File: config.mk
export PLATFORM = sky130hd
export DESIGN_NAME = sobel_gradient_unit_flat
export DESIGN_NICKNAME = d
export VERILOG_FILES = /design/src/rtl/sobel_gradient_unit_if.sv /design/src/rtl/sobel_gradient_unit.sv /design/src/flat_wrapper.sv
export SDC_FILE = /design/constraint.sdc
export NUM_CORES = 1
export LEC_CHECK = 0
export CAP_MARGIN = 10
export CORE_UTILIZATION = 30
export CTS_BUF_LIST = sky130_fd_sc_hd__clkbuf_4 sky130_fd_sc_hd__clkbuf_8
export DETAILED_ROUTE_END_ITERATION = 12
export MAX_ROUTING_LAYER = met4
export PLACE_DENSITY_LB_ADDON = 0.3
export REMOVE_ABC_BUFFERS = 1
export SYNTH_ARGS = -nofsm -noshare
export SYNTH_HDL_FRONTEND = slang
export SYNTH_SLANG_ARGS = --single-unit
File: constraint.sdc
create_clock -name clk -period 10.6 [get_ports clk]
set_clock_uncertainty 0.2 [all_clocks]
set_input_delay 2.12 -clock clk [delete_from_list [all_inputs] [get_ports clk]]
set_output_delay 2.12 -clock clk [all_outputs]
set_load 0.005 [all_outputs]
File: src/rtl/sobel_gradient_unit_if.sv
`default_nettype none
// ============================================================================
//  Module      : sobel_gradient_unit_if
//  Description : Handshake/data bundle between the edge-detect controller
//                (master) and the Sobel gradient datapath (slave).
//  Revision    : 1.0 - initial release
// ============================================================================
interface sobel_gradient_unit_if #(
  parameter int PIX_W = 8
) ();
  localparam int MAG_W = PIX_W + 3;

  logic [PIX_W-1:0] pixel_in;
  logic             pixel_load;
  logic             shift_col;
  logic             shift_row;
  logic             start_calculation;
  logic [MAG_W-1:0] threshold;
  logic             window_full;
  logic             busy;
  logic             calculation_done;
  logic             edge_out;
  logic [PIX_W-1:0] mag_out;

  modport master (
    output pixel_in, pixel_load, shift_col, shift_row, start_calculation, threshold,
    input  window_full, busy, calculation_done, edge_out, mag_out
  );

  modport slave (
    input  pixel_in, pixel_load, shift_col, shift_row, start_calculation, threshold,
    output window_full, busy, calculation_done, edge_out, mag_out
  );
endinterface
`default_nettype wire

File: src/rtl/sobel_gradient_unit.sv
`default_nettype none
// ============================================================================
//  Module      : sobel_gradient_unit
//  Description : 3x3 Sobel window with column/row sliding and a multi-cycle
//                |Gx|+|Gy| magnitude + threshold computation.
//                Optional macro SOBEL_MAG_CLAMP_EN: mag_out saturates at
//                2^PIX_W-1 instead of being the magnitude divided by 8.
//  Revision    : 1.0 - initial release
// ============================================================================
module sobel_gradient_unit #(
  parameter int PIX_W = 8
) (
  input  logic                  clk,
  input  logic                  n_rst,
  sobel_gradient_unit_if.slave  bus
);
  localparam int MAG_W = PIX_W + 3;
  localparam logic [1:0] c_ORD_FULL = 2'd0;
  localparam logic [1:0] c_ORD_COL  = 2'd1;
  localparam logic [1:0] c_ORD_ROW  = 2'd2;
  localparam logic [MAG_W:0] c_PIX_MAX = (MAG_W+1)'((1 << PIX_W) - 1);

  typedef enum logic [2:0] {
    S_IDLE   = 3'd0,
    S_GRAD   = 3'd1,
    S_MAG    = 3'd2,
    S_THRESH = 3'd3,
    S_DONE   = 3'd4
  } state_t;

  state_t                  r_state;
  logic [PIX_W-1:0]        r_win [0:8];   // p1..p9, row-major
  logic [3:0]              r_pend;
  logic [1:0]              r_order;
  logic                    r_full;
  logic                    r_busy;
  logic                    r_done;
  logic                    r_edge;
  logic [PIX_W-1:0]        r_mag_out;
  logic [MAG_W-1:0]        r_thr;
  logic signed [MAG_W:0]   r_gx;
  logic signed [MAG_W:0]   r_gy;
  logic [MAG_W:0]          r_mag;         // top bit always zero (max 2040)

  logic [3:0]              w_slot;
  logic signed [MAG_W:0]   w_gx;
  logic signed [MAG_W:0]   w_gy;
  logic [MAG_W:0]          w_ax;
  logic [MAG_W:0]          w_ay;
  logic [PIX_W-1:0]        w_scaled;

  function automatic logic signed [MAG_W:0] ext(input logic [PIX_W-1:0] p);
    return $signed({{(MAG_W+1-PIX_W){1'b0}}, p});
  endfunction

  // Next window slot to write: column order fills p3,p6,p9; full and row
  // orders both map to index 9-pending (row order only runs pending 3..1).
  always_comb begin
    w_slot = 4'd9 - r_pend;
    if (r_order == c_ORD_COL) begin
      w_slot = 4'd11 - (r_pend + r_pend + r_pend);
    end
  end

  // Gradient, absolute values and output scaling.
  always_comb begin
    w_gx = (ext(r_win[2]) + ext(r_win[5]) + ext(r_win[5]) + ext(r_win[8]))
         - (ext(r_win[0]) + ext(r_win[3]) + ext(r_win[3]) + ext(r_win[6]));
    w_gy = (ext(r_win[6]) + ext(r_win[7]) + ext(r_win[7]) + ext(r_win[8]))
         - (ext(r_win[0]) + ext(r_win[1]) + ext(r_win[1]) + ext(r_win[2]));
    w_ax = r_gx[MAG_W] ? $unsigned(-r_gx) : $unsigned(r_gx);
    w_ay = r_gy[MAG_W] ? $unsigned(-r_gy) : $unsigned(r_gy);
`ifdef SOBEL_MAG_CLAMP_EN
    w_scaled = (r_mag > c_PIX_MAX) ? {PIX_W{1'b1}} : r_mag[PIX_W-1:0];
`else
    w_scaled = r_mag[MAG_W-1:3];
`endif
  end

  // Control FSM plus window storage; inputs only act in IDLE.
  always_ff @(posedge clk) begin
    if (!n_rst) begin
      r_state   <= S_IDLE;
      for (int i = 0; i < 9; i++) r_win[i] <= '0;
      r_pend    <= 4'd9;
      r_order   <= c_ORD_FULL;
      r_full    <= 1'b0;
      r_busy    <= 1'b0;
      r_done    <= 1'b0;
      r_edge    <= 1'b0;
      r_mag_out <= '0;
      r_thr     <= '0;
      r_gx      <= '0;
      r_gy      <= '0;
      r_mag     <= '0;
    end else begin
      case (r_state)
        S_IDLE: begin
          if (bus.start_calculation && r_full) begin
            r_thr   <= bus.threshold;
            r_busy  <= 1'b1;
            r_state <= S_GRAD;
          end else if (bus.shift_row) begin
            for (int i = 0; i < 6; i++) r_win[i] <= r_win[i+3];
            r_pend  <= 4'd3;
            r_order <= c_ORD_ROW;
            r_full  <= 1'b0;
          end else if (bus.shift_col) begin
            for (int r = 0; r < 3; r++) begin
              r_win[3*r]   <= r_win[3*r+1];
              r_win[3*r+1] <= r_win[3*r+2];
            end
            r_pend  <= 4'd3;
            r_order <= c_ORD_COL;
            r_full  <= 1'b0;
          end else if (bus.pixel_load && (r_pend != 4'd0)) begin
            r_win[w_slot] <= bus.pixel_in;
            r_pend        <= r_pend - 4'd1;
            r_full        <= (r_pend == 4'd1);
          end
        end
        S_GRAD: begin
          r_gx    <= w_gx;
          r_gy    <= w_gy;
          r_state <= S_MAG;
        end
        S_MAG: begin
          r_mag   <= w_ax + w_ay;
          r_state <= S_THRESH;
        end
        S_THRESH: begin
          r_edge    <= (r_mag > {1'b0, r_thr});
          r_mag_out <= w_scaled;
          r_done    <= 1'b1;
          r_state   <= S_DONE;
        end
        S_DONE: begin
          r_done  <= 1'b0;
          r_busy  <= 1'b0;
          r_state <= S_IDLE;
        end
        default: begin
          r_done  <= 1'b0;
          r_busy  <= 1'b0;
          r_state <= S_IDLE;
        end
      endcase
    end
  end

  assign bus.window_full      = r_full;
  assign bus.busy             = r_busy;
  assign bus.calculation_done = r_done;
  assign bus.edge_out         = r_edge;
  assign bus.mag_out          = r_mag_out;
endmodule
`default_nettype wire

File: src/flat_wrapper.sv
// flat-port wrapper written by rule: the top's interface ports become plain ports
module sobel_gradient_unit_flat 
#(
  parameter int PIX_W = 8
)
  (clk, n_rst, bus_pixel_in, bus_pixel_load, bus_shift_col, bus_shift_row, bus_start_calculation, bus_threshold, bus_window_full, bus_busy, bus_calculation_done, bus_edge_out, bus_mag_out);
  sobel_gradient_unit_if #(.PIX_W(PIX_W)) bus_i ();
  input  logic clk;
  input  logic n_rst;
  input wire logic [$bits(bus_i.pixel_in)-1:0] bus_pixel_in;
  input wire logic [$bits(bus_i.pixel_load)-1:0] bus_pixel_load;
  input wire logic [$bits(bus_i.shift_col)-1:0] bus_shift_col;
  input wire logic [$bits(bus_i.shift_row)-1:0] bus_shift_row;
  input wire logic [$bits(bus_i.start_calculation)-1:0] bus_start_calculation;
  input wire logic [$bits(bus_i.threshold)-1:0] bus_threshold;
  output wire logic [$bits(bus_i.window_full)-1:0] bus_window_full;
  output wire logic [$bits(bus_i.busy)-1:0] bus_busy;
  output wire logic [$bits(bus_i.calculation_done)-1:0] bus_calculation_done;
  output wire logic [$bits(bus_i.edge_out)-1:0] bus_edge_out;
  output wire logic [$bits(bus_i.mag_out)-1:0] bus_mag_out;
  assign bus_i.pixel_in = bus_pixel_in;
  assign bus_i.pixel_load = bus_pixel_load;
  assign bus_i.shift_col = bus_shift_col;
  assign bus_i.shift_row = bus_shift_row;
  assign bus_i.start_calculation = bus_start_calculation;
  assign bus_i.threshold = bus_threshold;
  assign bus_window_full = bus_i.window_full;
  assign bus_busy = bus_i.busy;
  assign bus_calculation_done = bus_i.calculation_done;
  assign bus_edge_out = bus_i.edge_out;
  assign bus_mag_out = bus_i.mag_out;
  sobel_gradient_unit #(.PIX_W(PIX_W)) u_core (.clk(clk), .n_rst(n_rst), .bus(bus_i));
endmodule
-- Yosys cells after proc, flatten, opt, wreduce, memory -nomap -nowiden
Memories as Yosys holds them, arrays and structs flattened.
Index checks and enable logic that the tools add are counted.
- register bits: 68
- bits in writable memories: 72
- memories kept: 1
- memories (memory ; words ; bits a word ; rd ports ; clocked after memory_dff ; wr ports ; line ; RTL):
    u_core.r_win ; 9 ; 8 ; 9 ; 0 ; 9 ; sobel_gradient_unit.sv:32 ; logic [PIX_W-1:0] r_win [0:8];
- add/subtract/negate cells: 22
- magnitude comparators: 1
- equality and inequality tests: 6
- mux-type cells: 50
- bitwise gates (word level): 14
- reduce and logical (&&, ||, !) cells: 13
- operator list (operator ; count):
    $mux 8 ; 13
    $add 12x9->12 ; 8
    $add 8x8->9 ; 4
    $mux 1 ; 24
    $mux 12 ; 2
    $neg 12->12 ; 2
    $sub 12x12->12 ; 2
    $mux 4 ; 5
    $add 12x12->12 ; 1
    $gt 12x11->1 ; 1
    $or 1x1->1 ; 12
    $pmux 3 s4 ; 1
    $add 4x4->4 ; 2
    $reduce_or 8->1 ; 1
    $sub 4x4->4 const A ; 2
    $eq 3x2->1 const B ; 2
    $reduce_and 3->1 ; 2
    $reduce_or 3->1 ; 2
    $eq 4x1->1 const B ; 1
    $mux 2 ; 2
    $pmux 1 s2 ; 2
    $reduce_and 2->1 ; 2
    $reduce_bool 4->1 ; 1
    $sub 4x1->4 const B ; 1
    other kinds (9) ; 11

-- Depth between registers and ports, before layout
- depth after elaboration: 11
- gate-level depth with buffers: 22

-- Worst setup path before layout
No wires, ideal clock.
- path type: register to register
- start: memory u_core.r_win[3][0]
- end: register u_core.r_gx[10]
- data arrival time: 4.520 ns
- required time: 10.268 ns
- path slack: 5.747 ns
- stages on the path, launching flop included: 20
- path buffers: 0
- period minus slack after synthesis: 4.853 ns
- path through: edfxtp_1 > ha_1 > fa_1 > a21o_1 > a21oi_1 > o21bai_1 > a21oi_1 > xnor2_1 > fa_1 > inv_1 > fa_1 > inv_1 > fa_1 > inv_1 > ha_1 > nand2_1 > o31ai_1 > nand3_1 > nand3_1 > a21oi_1
- RTL lines (item ; line ; RTL):
    from (decl) ; sobel_gradient_unit.sv:32 ;
    to (signal assigned) ; sobel_gradient_unit.sv:123 ; r_gx <= w_gx;
    to (decl) ; sobel_gradient_unit.sv:41 ; logic signed [MAG_W:0] r_gx;

==> impl_metrics.toml <==
[floorplan]
chipHeight_microns = 191.4
fp-row-count = 68
floorplan.die_area_sq_um = 36620
core_region_area_sq_um = 34880
floorplan.io_pins = 37
initial_utilization_pct = 30.84
die-width_microns = 191.4

[layout]
final_design_area_no_fill_sq_um = 11990
syn2layout_area_growth_pct = 11.47
fillCellCount = 3622
final_core_utilization_pct = 34.37
design.final.nets = 1361
post_route_cells_drive_above_1_share_pct = 4.954

[synth]
synthesis.instances = 1164
synth_edf_count = 72
synthDistinctLibCells = 59
synth_warnings = 0
synthesis.area_sq_um = 10760
ys_seq_area_share_pct = 32.76
synth-seq-cells = 140
syn-mean-instance-area_sq_um = 9.241
synth_ff_type = "edfxtp_1"
postSynth.asyncResetShare_pct = 0

[setup_path]
critical_path.startpoint = "u_core.r_win[3][0]"
worstReg2RegStart = "u_core.r_win[3][0]"
timing.critical_path.to_type = "flip-flop"
critical_path_buf_inv_count = 3
arrival_ps = 5370
crit_slowest_cell = "fa_1"
critical-path-top-delay-family = "adder cells"
timing.critical_path.depth = 19
crit_chain = "ha_1, fa_1, a21o_1, a21oi_1, o21bai_1, a21oi_1, xnor2_1, fa_1, inv_1, fa_1, inv_1, fa_1, inv_1, ha_1, nand2_1, o31ai_1, nand3_1, nand3_1, a21oi_1"
worst_r2r_endpoint = "u_core.r_gx[10]"
critical_path_class = "flip-flop to flip-flop"
ff2ff_setup_slack_ps = 5350
r2r.worst_path.cells = 19
start_kind = "flip-flop"
crit_required_ps = 10720
most_numerous_cell_on_the_critical_path = "fa_1"
critical_path_peak_fanout = 5
endpoint = "u_core.r_gx[10]"
cp_slowest_stage_delay_ps = 550

[route]
avgViaCountPerCell = 4.859
totalWireLength_mm = 25.89
routed_wire_per_std_cell_microns = 15.72
detailedRoute.firstIterationViolations = 582
vias = 8002
dr.pass1.iters = 5
drc = 0
final_antenna_net_count = 0

[placement]
dp_worst_setup_slack_ps = 5163
place_hpwl_mm = 20.68
place.gp.congestion = 0.8865
io_buffers = 36
placed_area_sq_um = 11550

[grt]
number_of_antenna_violations_at_the_first_check_in_global_routing = 0
grt-ovfl-total = 0
maximum_number_of_pins_on_one_net_before_global_route_repair = 52
first_global_vias = 7966
wire_length_of_the_first_global_routing_pass_mm = 42.47
grt_use_total_pct = 15.37

[hold_path]
timing.hold.worst.class = "flip-flop to flip-flop"

[job]
max_cap_viol_count = 0

[power_and_ir_drop]
internal-power_mw = 1.401
ir_worst_vdd_v = 0.00009992
cellLeakagePower_nw = 5.059
power.share.combinational_pct = 52.2
power_per_standard_cell_area_nw_per_um2 = 195.6
net_switching_power_mw = 0.9440
seq_power_share_pct = 27.0
share_clk_of_total_power_pct = 20.8
fraction_of_power_spent_switching_nets_pct = 40.25

[timing]
worst_slack_ps = 5350
hold_slack_ps = 254.5
tightest_slew_ps = 1165
post_route_minimum_period_ps = 5250
rsz0062_at_grt = "false"
worst_max_slew_margin_expressed_relative_to_the_limit_pct = 22.01
setup_viol_count_final = 0
final_min_period_over_clock_period_pct = 49.53
fmax_ghz = 0.1905
setup_total_negative_slack_ps = 0
report.final.slew_viol_count = 0
hold_viol = 0

[clock_tree]
postCtsSetupBuffers = 0
cts.path.max_buffers = 2
cts_root_buffer = "clkbuf_8"
htree_levels = 4
insertion_delay_ps = 480
clk_pin_slew_worst_paths_ps = 80
cts.sinks = 140
cts_hold_buffers = 0
tritoncts = "yes"
cts_made_buffers = 17
cts_resized = 0

[run_status]
status = "complete, no violations"
-- power groups by stage --
stage	sequential (mW)	clock (mW)	combinational (mW)
after floorplan	0.631	0	0.954
after global placement	0.645	0	1.22
after detailed placement	0.646	0	1.24
after CTS	0.633	0.496	1.25
after global routing	0.638	0.518	1.41
final	0.634	0.487	1.22
-- registers in the layout (all words and copies together) (netlist names), 2 cells and up --
signal / cells
u_core.bus.mag_out: 8
u_core.r_thr: 11
u_core.r_mag: 12
u_core.r_gy: 12
u_core.r_gx: 12
u_core.r_order: 2
u_core.r_state: 3
u_core.r_pend: 4
u_core.r_win: 72
-- layout make-up --
cell class                      instances  area (sq um)  area share, %
Tap cell                              455         569.3          4.748
Inverter                              170         638.1          5.322
Antenna cell                            1         2.502        0.02087
Multi-Input combinational cell        802          6374          53.16
Clock buffer                           22         277.8          2.317
Timing Repair Buffer                   47         442.9          3.694
Clock inverter                         10         162.7          1.357
Sequential cell                       140          3523          29.39
-- cells in the final DEF (no fill, tap or decap), types with 18 or more instances in the layout --
cell type	synthesis	layout
clkbuf_8	2	18
inv_1	170	170
o21ai_1	19	19
fa_1	71	71
xnor2_1	48	48
edfxtp_1	72	72
nand3_1	27	27
and3_1	18	18
ha_1	87	87
nor2_1	51	51
a22o_1	32	32
o21ai_0	37	37
a22oi_1	25	25
xor2_1	18	18
nand2_1	131	131
clkdlybuf4s50_1	0	36
a21oi_1	76	76
dfxtp_1	68	68
-- worst register-to-register path, delay by kind of cell (launching register included) --
kind / cells / cell delay (ps)
AO/OA/AOI/OAI: 6 / 1180
adder cells (fa/ha/maj): 6 / 2710
AND/OR/NAND/NOR: 3 / 310
buffers and inverters: 3 / 160
XOR/XNOR: 1 / 120
flip-flops: 1 / 430
-- layer usage --
| layer | vias up | wire length, microns | track usage, % |
|---|---|---|---|
| met5 | - | 0 | - |
| met4 | 0 | 339 | 3.785 |
| met3 | 33 | 1276 | 2.754 |
| met2 | 163 | 12040 | 24.29 |
| met1 | 3807 | 12240 | 20.26 |
| li1 | 3999 | - | - |
-- cells by family (layout without fill, tap and decap cells) --
family | Yosys count | after routing | share of synthesized area, %
buffers and inverters | 222 | 249 | 8.073
DFF | 140 | 140 | 32.76
and+or+nand+nor | 296 | 296 | 13.23
AOI/OAI and AO/OA | 269 | 269 | 16.01
xor gates and xnor gates | 66 | 66 | 5.374
other | 0 | 1 | 0
muxes | 13 | 13 | 1.233
adders and majority gates | 158 | 158 | 23.33
-- cell usage after synthesis, drive strengths merged (8+ instances only) --
master  count  area, sq um
ha         87         1089
nand3      27        135.1
nand2b     11        68.82
a21o       16        120.1
fa         71         1421
nor3        8        40.04
edfxtp     72         2162
a21oi      78        397.9
xnor2      48        420.4
and3       18        112.6
nand2     133        504.2
clkbuf     36        155.2
a22oi      25        187.7
o21ai      56        280.3
nor2b      13        81.33
mux2i      11        110.1
o22ai      17        106.4
nor2       51        191.4
buf        16        75.07
a22o       32        280.3
dfxtp      68         1361
o31ai       8        60.06
inv       170        638.1
xor2       18        157.7
-- worst min path at each step --
stage                                from               endpoint  slack (ps)  cells after the start
finish              u_core.bus.mag_out[5]  u_core.bus.mag_out[5]         250                      2
global route        u_core.bus.mag_out[3]  u_core.bus.mag_out[3]         280                      2
CTS                       u_core.r_mag[0]        u_core.r_mag[0]         260                      2
detailed placement        u_core.r_mag[0]        u_core.r_mag[0]         250                      2
global placement    u_core.bus.mag_out[6]  u_core.bus.mag_out[6]         240                      2
floorplan                 u_core.r_mag[2]        u_core.r_mag[2]         240                      2
-- per-stage QoR --
stage | std cells | total power, mW
floorplan | 1112 | 1.585
global placement | 1614 | 1.865
detailed placement | 1614 | 1.885
CTS | 1646 | 2.376
global route | 1646 | 2.568
finish | 1647 | 2.345
Power figures use the tool's default switching activity.
